--- config.mk ---
export PLATFORM = sky130hd
export DESIGN_NAME = rcs_seq_addsub
export DESIGN_NICKNAME = d
export VERILOG_FILES = /design/src/rtl/rcs_pkg.sv /design/src/rtl/rcs_chunk_add.sv /design/src/rtl/rcs_seq_addsub.sv
export SDC_FILE = /design/constraint.sdc
export NUM_CORES = 1
export LEC_CHECK = 0
export CAP_MARGIN = 20
export CORE_MARGIN = 4
export CORE_UTILIZATION = 49
export CTS_CLUSTER_DIAMETER = 150
export DETAILED_ROUTE_END_ITERATION = 7
export PLACE_DENSITY = 0.9
export SLEW_MARGIN = 20
export SYNTH_ARGS = -nofsm -noshare
export SYNTH_HDL_FRONTEND = slang
export SYNTH_SLANG_ARGS = --single-unit
--- constraint.sdc ---
create_clock -name clk -period 2.63 [get_ports clk]
set_input_delay 0.3945 -clock clk [delete_from_list [all_inputs] [get_ports clk]]
set_output_delay 0.3945 -clock clk [all_outputs]
set_load 0.01 [all_outputs]
--- src/rtl/rcs_pkg.sv ---
// rcs_pkg: state encoding, default sizes and counter-width helper shared by rcs_seq_addsub.
package rcs_pkg;

    typedef enum logic [1:0] {
        IDLE = 2'd0,
        RUN  = 2'd1,
        DONE = 2'd2
    } state_e;

    localparam int DEF_WIDTH = 16;
    localparam int DEF_CHUNK = 4;

    // Bits needed to count 0..n-1, never fewer than one.
    function automatic int cnt_w(input int n);
        int w = 1;
        while ((1 << w) < n) w++;
        return w;
    endfunction

endpackage

--- src/rtl/rcs_chunk_add.sv ---
// rcs_chunk_add: combinational CHUNK-bit ripple chain of full-adder cells.
module rcs_chunk_add #(
    parameter int CHUNK = 4
) (
    input  logic [CHUNK-1:0] a,
    input  logic [CHUNK-1:0] b,
    input  logic             cin,
    output logic [CHUNK-1:0] sum,
    output logic             cout,
    output logic             c_msb_in
);

    logic [CHUNK:0] c;

    assign c[0] = cin;

    for (genvar i = 0; i < CHUNK; i++) begin : g_fa
        assign sum[i]   = a[i] ^ b[i] ^ c[i];
        assign c[i+1]   = (a[i] & b[i]) | (c[i] & (a[i] ^ b[i]));
    end

    assign cout     = c[CHUNK];
    assign c_msb_in = c[CHUNK-1];

endmodule

--- src/rtl/rcs_seq_addsub.sv ---
// rcs_seq_addsub: multi-cycle add/subtract, CHUNK bits per cycle through one shared ripple chain.
// Define RCS_SAT_EN to saturate the result to the signed limit on overflow.
module rcs_seq_addsub
    import rcs_pkg::*;
#(
    parameter int WIDTH = DEF_WIDTH,
    parameter int CHUNK = DEF_CHUNK
) (
    input  logic             clk,
    input  logic             rst_n,
    input  logic             in_valid,
    output logic             in_ready,
    input  logic [WIDTH-1:0] in_a,
    input  logic [WIDTH-1:0] in_b,
    input  logic             in_sub,
    output logic             out_valid,
    input  logic             out_ready,
    output logic [WIDTH-1:0] out_res,
    output logic             out_cout,
    output logic             out_ovf,
    output logic             busy
);

    localparam int N  = WIDTH / CHUNK;
    localparam int CW = cnt_w(N);
    localparam logic [CW-1:0] LAST = CW'(N - 1);

    state_e           state_q, state_d;
    logic [CW-1:0]    cnt_q, cnt_d;
    logic [WIDTH-1:0] a_q, a_d, b_q, b_d, res_q, res_d;
    logic             carry_q, carry_d, cout_q, cout_d, ovf_q, ovf_d;
    logic [CHUNK-1:0] ch_sum;
    logic             ch_cout, ch_cmsb;

    // Operands shift right each RUN cycle, so the low chunk is always chunk cnt.
    rcs_chunk_add #(.CHUNK(CHUNK)) u_add (
        .a        (a_q[CHUNK-1:0]),
        .b        (b_q[CHUNK-1:0]),
        .cin      (carry_q),
        .sum      (ch_sum),
        .cout     (ch_cout),
        .c_msb_in (ch_cmsb)
    );

    always_comb begin
        state_d = state_q;
        cnt_d   = cnt_q;
        a_d     = a_q;
        b_d     = b_q;
        carry_d = carry_q;
        res_d   = res_q;
        cout_d  = cout_q;
        ovf_d   = ovf_q;
        case (state_q)
            IDLE: if (in_valid) begin
                a_d     = in_a;
                b_d     = in_sub ? ~in_b : in_b;
                carry_d = in_sub;
                cnt_d   = '0;
                state_d = RUN;
            end
            RUN: begin
                a_d     = a_q >> CHUNK;
                b_d     = b_q >> CHUNK;
                res_d   = (res_q >> CHUNK) | (WIDTH'(ch_sum) << (WIDTH - CHUNK));
                carry_d = ch_cout;
                cnt_d   = cnt_q + 1'b1;
                if (cnt_q == LAST) begin
                    cout_d  = ch_cout;
                    ovf_d   = ch_cmsb ^ ch_cout;
                    state_d = DONE;
`ifdef RCS_SAT_EN
                    // An overflowed sum has the wrong sign, so a set result MSB means positive overflow.
                    if (ovf_d)
                        res_d = ch_sum[CHUNK-1] ? {1'b0, {(WIDTH-1){1'b1}}} : {1'b1, {(WIDTH-1){1'b0}}};
`endif
                end
            end
            DONE: if (out_ready) state_d = IDLE;
            default: state_d = IDLE;
        endcase
    end

    always_ff @(posedge clk) begin
        if (!rst_n) begin
            state_q <= IDLE;
            cnt_q   <= '0;
            a_q     <= '0;
            b_q     <= '0;
            carry_q <= 1'b0;
            res_q   <= '0;
            cout_q  <= 1'b0;
            ovf_q   <= 1'b0;
        end else begin
            state_q <= state_d;
            cnt_q   <= cnt_d;
            a_q     <= a_d;
            b_q     <= b_d;
            carry_q <= carry_d;
            res_q   <= res_d;
            cout_q  <= cout_d;
            ovf_q   <= ovf_d;
        end
    end

    assign in_ready  = state_q == IDLE;
    assign out_valid = state_q == DONE;
    assign busy      = state_q != IDLE;
    assign out_res   = res_q;
    assign out_cout  = cout_q;
    assign out_ovf   = ovf_q;

endmodule
# == Word-level counts from Yosys, hierarchy flattened ==
# Cells that the tools add are included.
# totals
ff_bits,55
inputBits,37
elab_cells,57
# classes
addsub,1
eq_ne,6
muxes,13
bitwise_logic,23
reduce_logical,6
# op_table
cell,n
$pmux 16 s2,2
$mux 16,3
$not 16->16,1
$or 12x16->16,1
$xor 1x1->1,9
$and 1x1->1,8
$mux 2,4
$pmux 2 s3,1
$eq 2x2->1 const B,2
$ne 2x2->1 const B,2
$or 1x1->1,4
$pmux 2 s2,1
$reduce_and 2->1,2
$reduce_bool 2->1,2
$reduce_and 3->1,1
$add 2x1->2 const B,1
$eq 2x1->1 const B,1
$logic_not 2->1,1
$ne 2x1->1 const B,1
$pmux 1 s2,1
$mux 1,1

# == Depth between registers and ports, before layout ==
# Gate-level depths: netlist of run 1.
# depth
depth_word,10
mapped_depth,10

# == By module ==
# Synthesis of run 1 repeated with hierarchy kept, for this count alone.
# hier_totals
cells_unflattened,278
area_unflattened_um2,2411.1
# modules_own_cells
module,n_inst,cells_per_inst,area_per_inst_um2
rcs_seq_addsub,1,266,2301.0
rcs_chunk_add,1,12,110.1

# == Worst setup path after synthesis of run 1 ==
# No wires, ideal clock.
# synth_timing
kind,register to register
startpoint,register a_q[0]
endpoint,register res_q[15] (netlist: out_res[15])
arrival_ps,2004
required_time_ps,2544
setup_slack_ps,540
path_stages_with_launch,9
path_buffers,0
period_less_slack_ps,2090
cell_sequence,dfxtp_1 > fa_1 > inv_1 > fa_1 > inv_1 > fa_1 > inv_1 > fa_1 > a211oi_1
# synth_via
elab_chain_cells,9
word_cells_on_any_way,10
classes_between,10 x bitwise
# synth_rtl
item,line,source
from (decl),rcs_seq_addsub.sv:30,"logic [WIDTH-1:0] a_q, a_d, b_q, b_d, res_q, res_d;"
from (signal assigned),rcs_seq_addsub.sv:88,a_q <= '0;
from (signal assigned),rcs_seq_addsub.sv:97,a_q <= a_d;
$xor 1x1->1,rcs_chunk_add.sv:19,assign c[i+1] = (a[i] & b[i]) | (c[i] & (a[i] ^ b[i]));
$and 1x1->1,rcs_chunk_add.sv:19,
$or 1x1->1 (*),rcs_chunk_add.sv:19,
$and 1x1->1 (*),rcs_chunk_add.sv:19,
$or 1x1->1 (*),rcs_chunk_add.sv:19,
$and 1x1->1 (*),rcs_chunk_add.sv:19,
$or 1x1->1 (*),rcs_chunk_add.sv:19,
$xor 1x1->1 (*),rcs_chunk_add.sv:18,assign sum[i] = a[i] ^ b[i] ^ c[i];
$or 12x16->16 (*),rcs_seq_addsub.sv:65,res_d = (res_q >> CHUNK) | (WIDTH'(ch_sum) << (WIDTH - CHUNK));
to (signal assigned),rcs_seq_addsub.sv:100,res_q <= res_d;
to (decl),rcs_seq_addsub.sv:30,
# Mark *: on every way between the ends. The rest lies on a longest branch, timed or not.
# A chain may end at the register's enable or synchronous reset.

# == Final worst setup path of run 1 ==
# layout_timing
startpoint,register state_q[1]
endpoint,output port busy
# layout_via
elab_chain_cells,1
# layout_rtl
item,line,source
from (decl),rcs_seq_addsub.sv:28,"state_e state_q, state_d;"
from (signal assigned),rcs_seq_addsub.sv:95,state_q <= state_d;
$reduce_bool 2->1,rcs_seq_addsub.sv:108,assign busy = state_q != IDLE;
to (decl),rcs_seq_addsub.sv:21,output logic busy
# Every way passes these cells.

==> results.json, run 1 <==
{
  "status": "completed",
  "die_x_um": 78,
  "dp_cells": 374,
  "p_leak_nw": 1.12,
  "synth_area_per_cell_um2": 9.09,
  "ys_seq_elements": 55,
  "grt_remaining_overflow": 0,
  "rows": 25,
  "io_buffers": 57,
  "numCtsBuffers": 5,
  "synth_edf_count": 0,
  "place_congestion": 0.816,
  "grt_usage": 0.189,
  "timing.setup.tns_ns": 0,
  "timing.final.crit_share": 0.876,
  "max_slew_margin": 0.507,
  "dpl.hpwl_mm": 3.95,
  "synth_commonest_cells": "55 x dfxtp_1, 29 x a21oi_1, 29 x nand2_1, 26 x nor2_1, 13 x xnor2_1",
  "drtAntennaViolNets": 0,
  "synth_top_flop_cell": "dfxtp_1",
  "routed_wl_mm": 5.59,
  "hold_violations": 0,
  "drv_slew": 0,
  "drtPass1Iterations": 4,
  "cts.sinks": 55,
  "fmax_mhz": 434,
  "crit_slowest_cell": "dfxtp_1",
  "layout_min_cycle_time_ns": 2.30,
  "vias": 2110,
  "synth.top_cell.area_share": 0.459,
  "hold_class": "reg -> reg",
  "power.density_nw_per_um2": 546,
  "ff2ff_setup_slack_ns": 0.36,
  "cp_max_fo": 14,
  "ys_async_sr_fraction": 0,
  "cts_tree": "done",
  "instances_no_fill": 381,
  "die_y_um": 78,
  "yosysMostFrequentCell": "dfxtp_1",
  "cpPeakStageDelay_ns": 0.57,
  "utilization": 0.653,
  "finalSetupViolCount": 0,
  "cts_resized": 0,
  "synthCells": 264,
  "crit_type": "reg -> out",
  "cp.arrival_ns": 1.91,
  "synth_area_leaders": "dfxtp_1 46%, a21oi_1 6.0%, a221o_1 5.0%",
  "start_util": 0.508,
  "post-cts-setup-buffer-count": 0,
  "nNetsFinal": 356,
  "wl_per_cell_um": 14.7,
  "antenna_cells": 0,
  "required_ns": 2.24,
  "cts_hold_buf": 0,
  "ys_types": 35,
  "critical_path_buf_inv_count": 2,
  "max_cap_viol_count": 0,
  "area_growth_pct": 28.5,
  "synth_warnings": 0,
  "grt_pass1_vias": 2060,
  "drive_gt1_frac": 0.0605,
  "fillers": 393,
  "clock-root-buffer": "clkbuf_8",
  "grt_first_pass_wirelength_mm": 9.19,
  "insertion_delay_ns": 0.31,
  "via_per_inst": 5.54,
  "clock_skew_ns": 0.00372,
  "worstSetupEndpointType": "output pin",
  "cp_cell_sequence": "inv_1, nand2_1, clkdlybuf4s50_1",
  "h-tree-depth": 2,
  "yosysTopAreaCell": "dfxtp_1",
  "dieArea_um2": 6080,
  "antenna_found_initial": 0,
  "drtIter0Drc": 107,
  "clockBufferDepth": 2,
  "worstSetupStartpointType": "flop",
  "fin_ws_ns": 0.325,
  "core_um2": 4720,
  "route.detailed.drc": 0,
  "synth_fp_nets": 306,
  "crit_family": "buffers and inverters",
  "rsz0062_at_grt": "false",
  "peakVddDrop_mv": 0.275,
  "io_pins": 58,
  "grt_max_degree": 31,
  "tightest_slew_ns": 0.737,
  "place_ws_ns": 0.381,
  "syn-cell-area_um2": 2400,
  "cts.reportedPaths.clkPinSlew_ns": 0.09,
  "seq_area_frac_synth": 0.459
}
[flip-flops by register name (all words and copies together) (netlist names)]
| name | count |
|---|---|
| a_q | 16 |
| b_q | 16 |
| carry_q | 1 |
| cnt_q | 2 |
| out_cout | 1 |
| out_ovf | 1 |
| out_res | 16 |
| state_q | 2 |
[area by class of cell]
cell class	count	area [µm²]	share of cell area
clock buffers	6	82.6	0.0268
repair buffers	65	631	0.204
well taps	67	83.8	0.0272
flip-flops and latches	55	1100	0.357
multi-input cells	174	1130	0.367
clock inverters	1	5.00	0.00162
inverters	13	48.8	0.0158
[cells in the final DEF (no fill, tap or decap)]
cell type	instances
and2_4	1
o221ai_1	12
fa_1	4
nor2_2	1
a221o_1	12
mux2i_1	1
nor2b_1	2
a221oi_1	1
nor3b_2	1
clkdlybuf4s50_1	57
xnor2_1	13
or3b_1	4
xor2_1	4
dfxtp_1	55
nand2b_1	2
clkinv_2	1
a311oi_1	1
a21oi_1	29
clkbuf_8	6
a211oi_1	2
buf_4	8
nor2_1	26
ha_1	1
o21ai_0	2
inv_1	12
o21ai_1	4
nand4bb_1	1
o21bai_1	1
o22ai_1	9
nand3_1	1
nand2_1	29
a22oi_1	10
inv_2	1
[report_power, final]
group          leakage (nW)  switching, mW  internal [mW]
Sequential            0.451         0.0417          0.886
Clock                0.0470          0.256          0.207
Combinational         0.617          0.140          0.154
[worst paths after layout]
check	startpoint	endpoint	cells past startpoint
worst max-delay path	state_q[1]$_SDFFE_PN0P_	busy	3
worst min-delay path	out_res[0]$_SDFFE_PN0P_	out_res[0]$_SDFFE_PN0P_	2
worst max register to register	a_q[0]$_SDFFE_PN0P_	out_ovf$_SDFFE_PN0P_	10
worst min register to register	out_res[0]$_SDFFE_PN0P_	out_res[0]$_SDFFE_PN0P_	2
[worst min-delay path: stages (launching register included)]
cell	delay (ns)
dfxtp_1	0.32
nand2_1	0.05
a21oi_1	0.05
[cell families after synthesis]
logic type               after synthesis  synth area share
AO/OA/AOI/OAI                         83             0.238
XOR/XNOR                              17            0.0620
adder cells (fa/ha/maj)                5            0.0386
buffers and inverters                 35            0.0693
flip-flops                            55             0.459
multiplexers                           1           0.00417
AND/OR/NAND/NOR                       68             0.129
[stage by stage]
step           power (mW)  instance area (µm²)  hold WS (ns)
3_5_place_dp         1.24                 3000         0.449
5_1_grt              1.76                 3090         0.493
6_report             1.69                 3090         0.459
3_3_place_gp         1.23                 3000         0.441
4_1_cts              1.69                 3090         0.461
2_1_floorplan        1.11                 2400         0.455
[layer usage]
layer | part of all wire | global-route usage | wire length, µm | vias to the layer above
met2 | 0.51 | 0.331 | 2850 | 69
met4 | 0.028 | 0.0962 | 155 | 0
met1 | 0.42 | 0.221 | 2330 | 995
met5 | 0 | 0 | 0 | -
met3 | 0.046 | 0.0325 | 257 | 14
li1 | - | - | - | 1032
(Power assumes the default switching activity.)
==> run 2: changes to the inputs <==
SLEW_MARGIN = 30   (was 20)
==> results of run 2 <==
Final layout, timing and power as in run 1 (identical DEF).
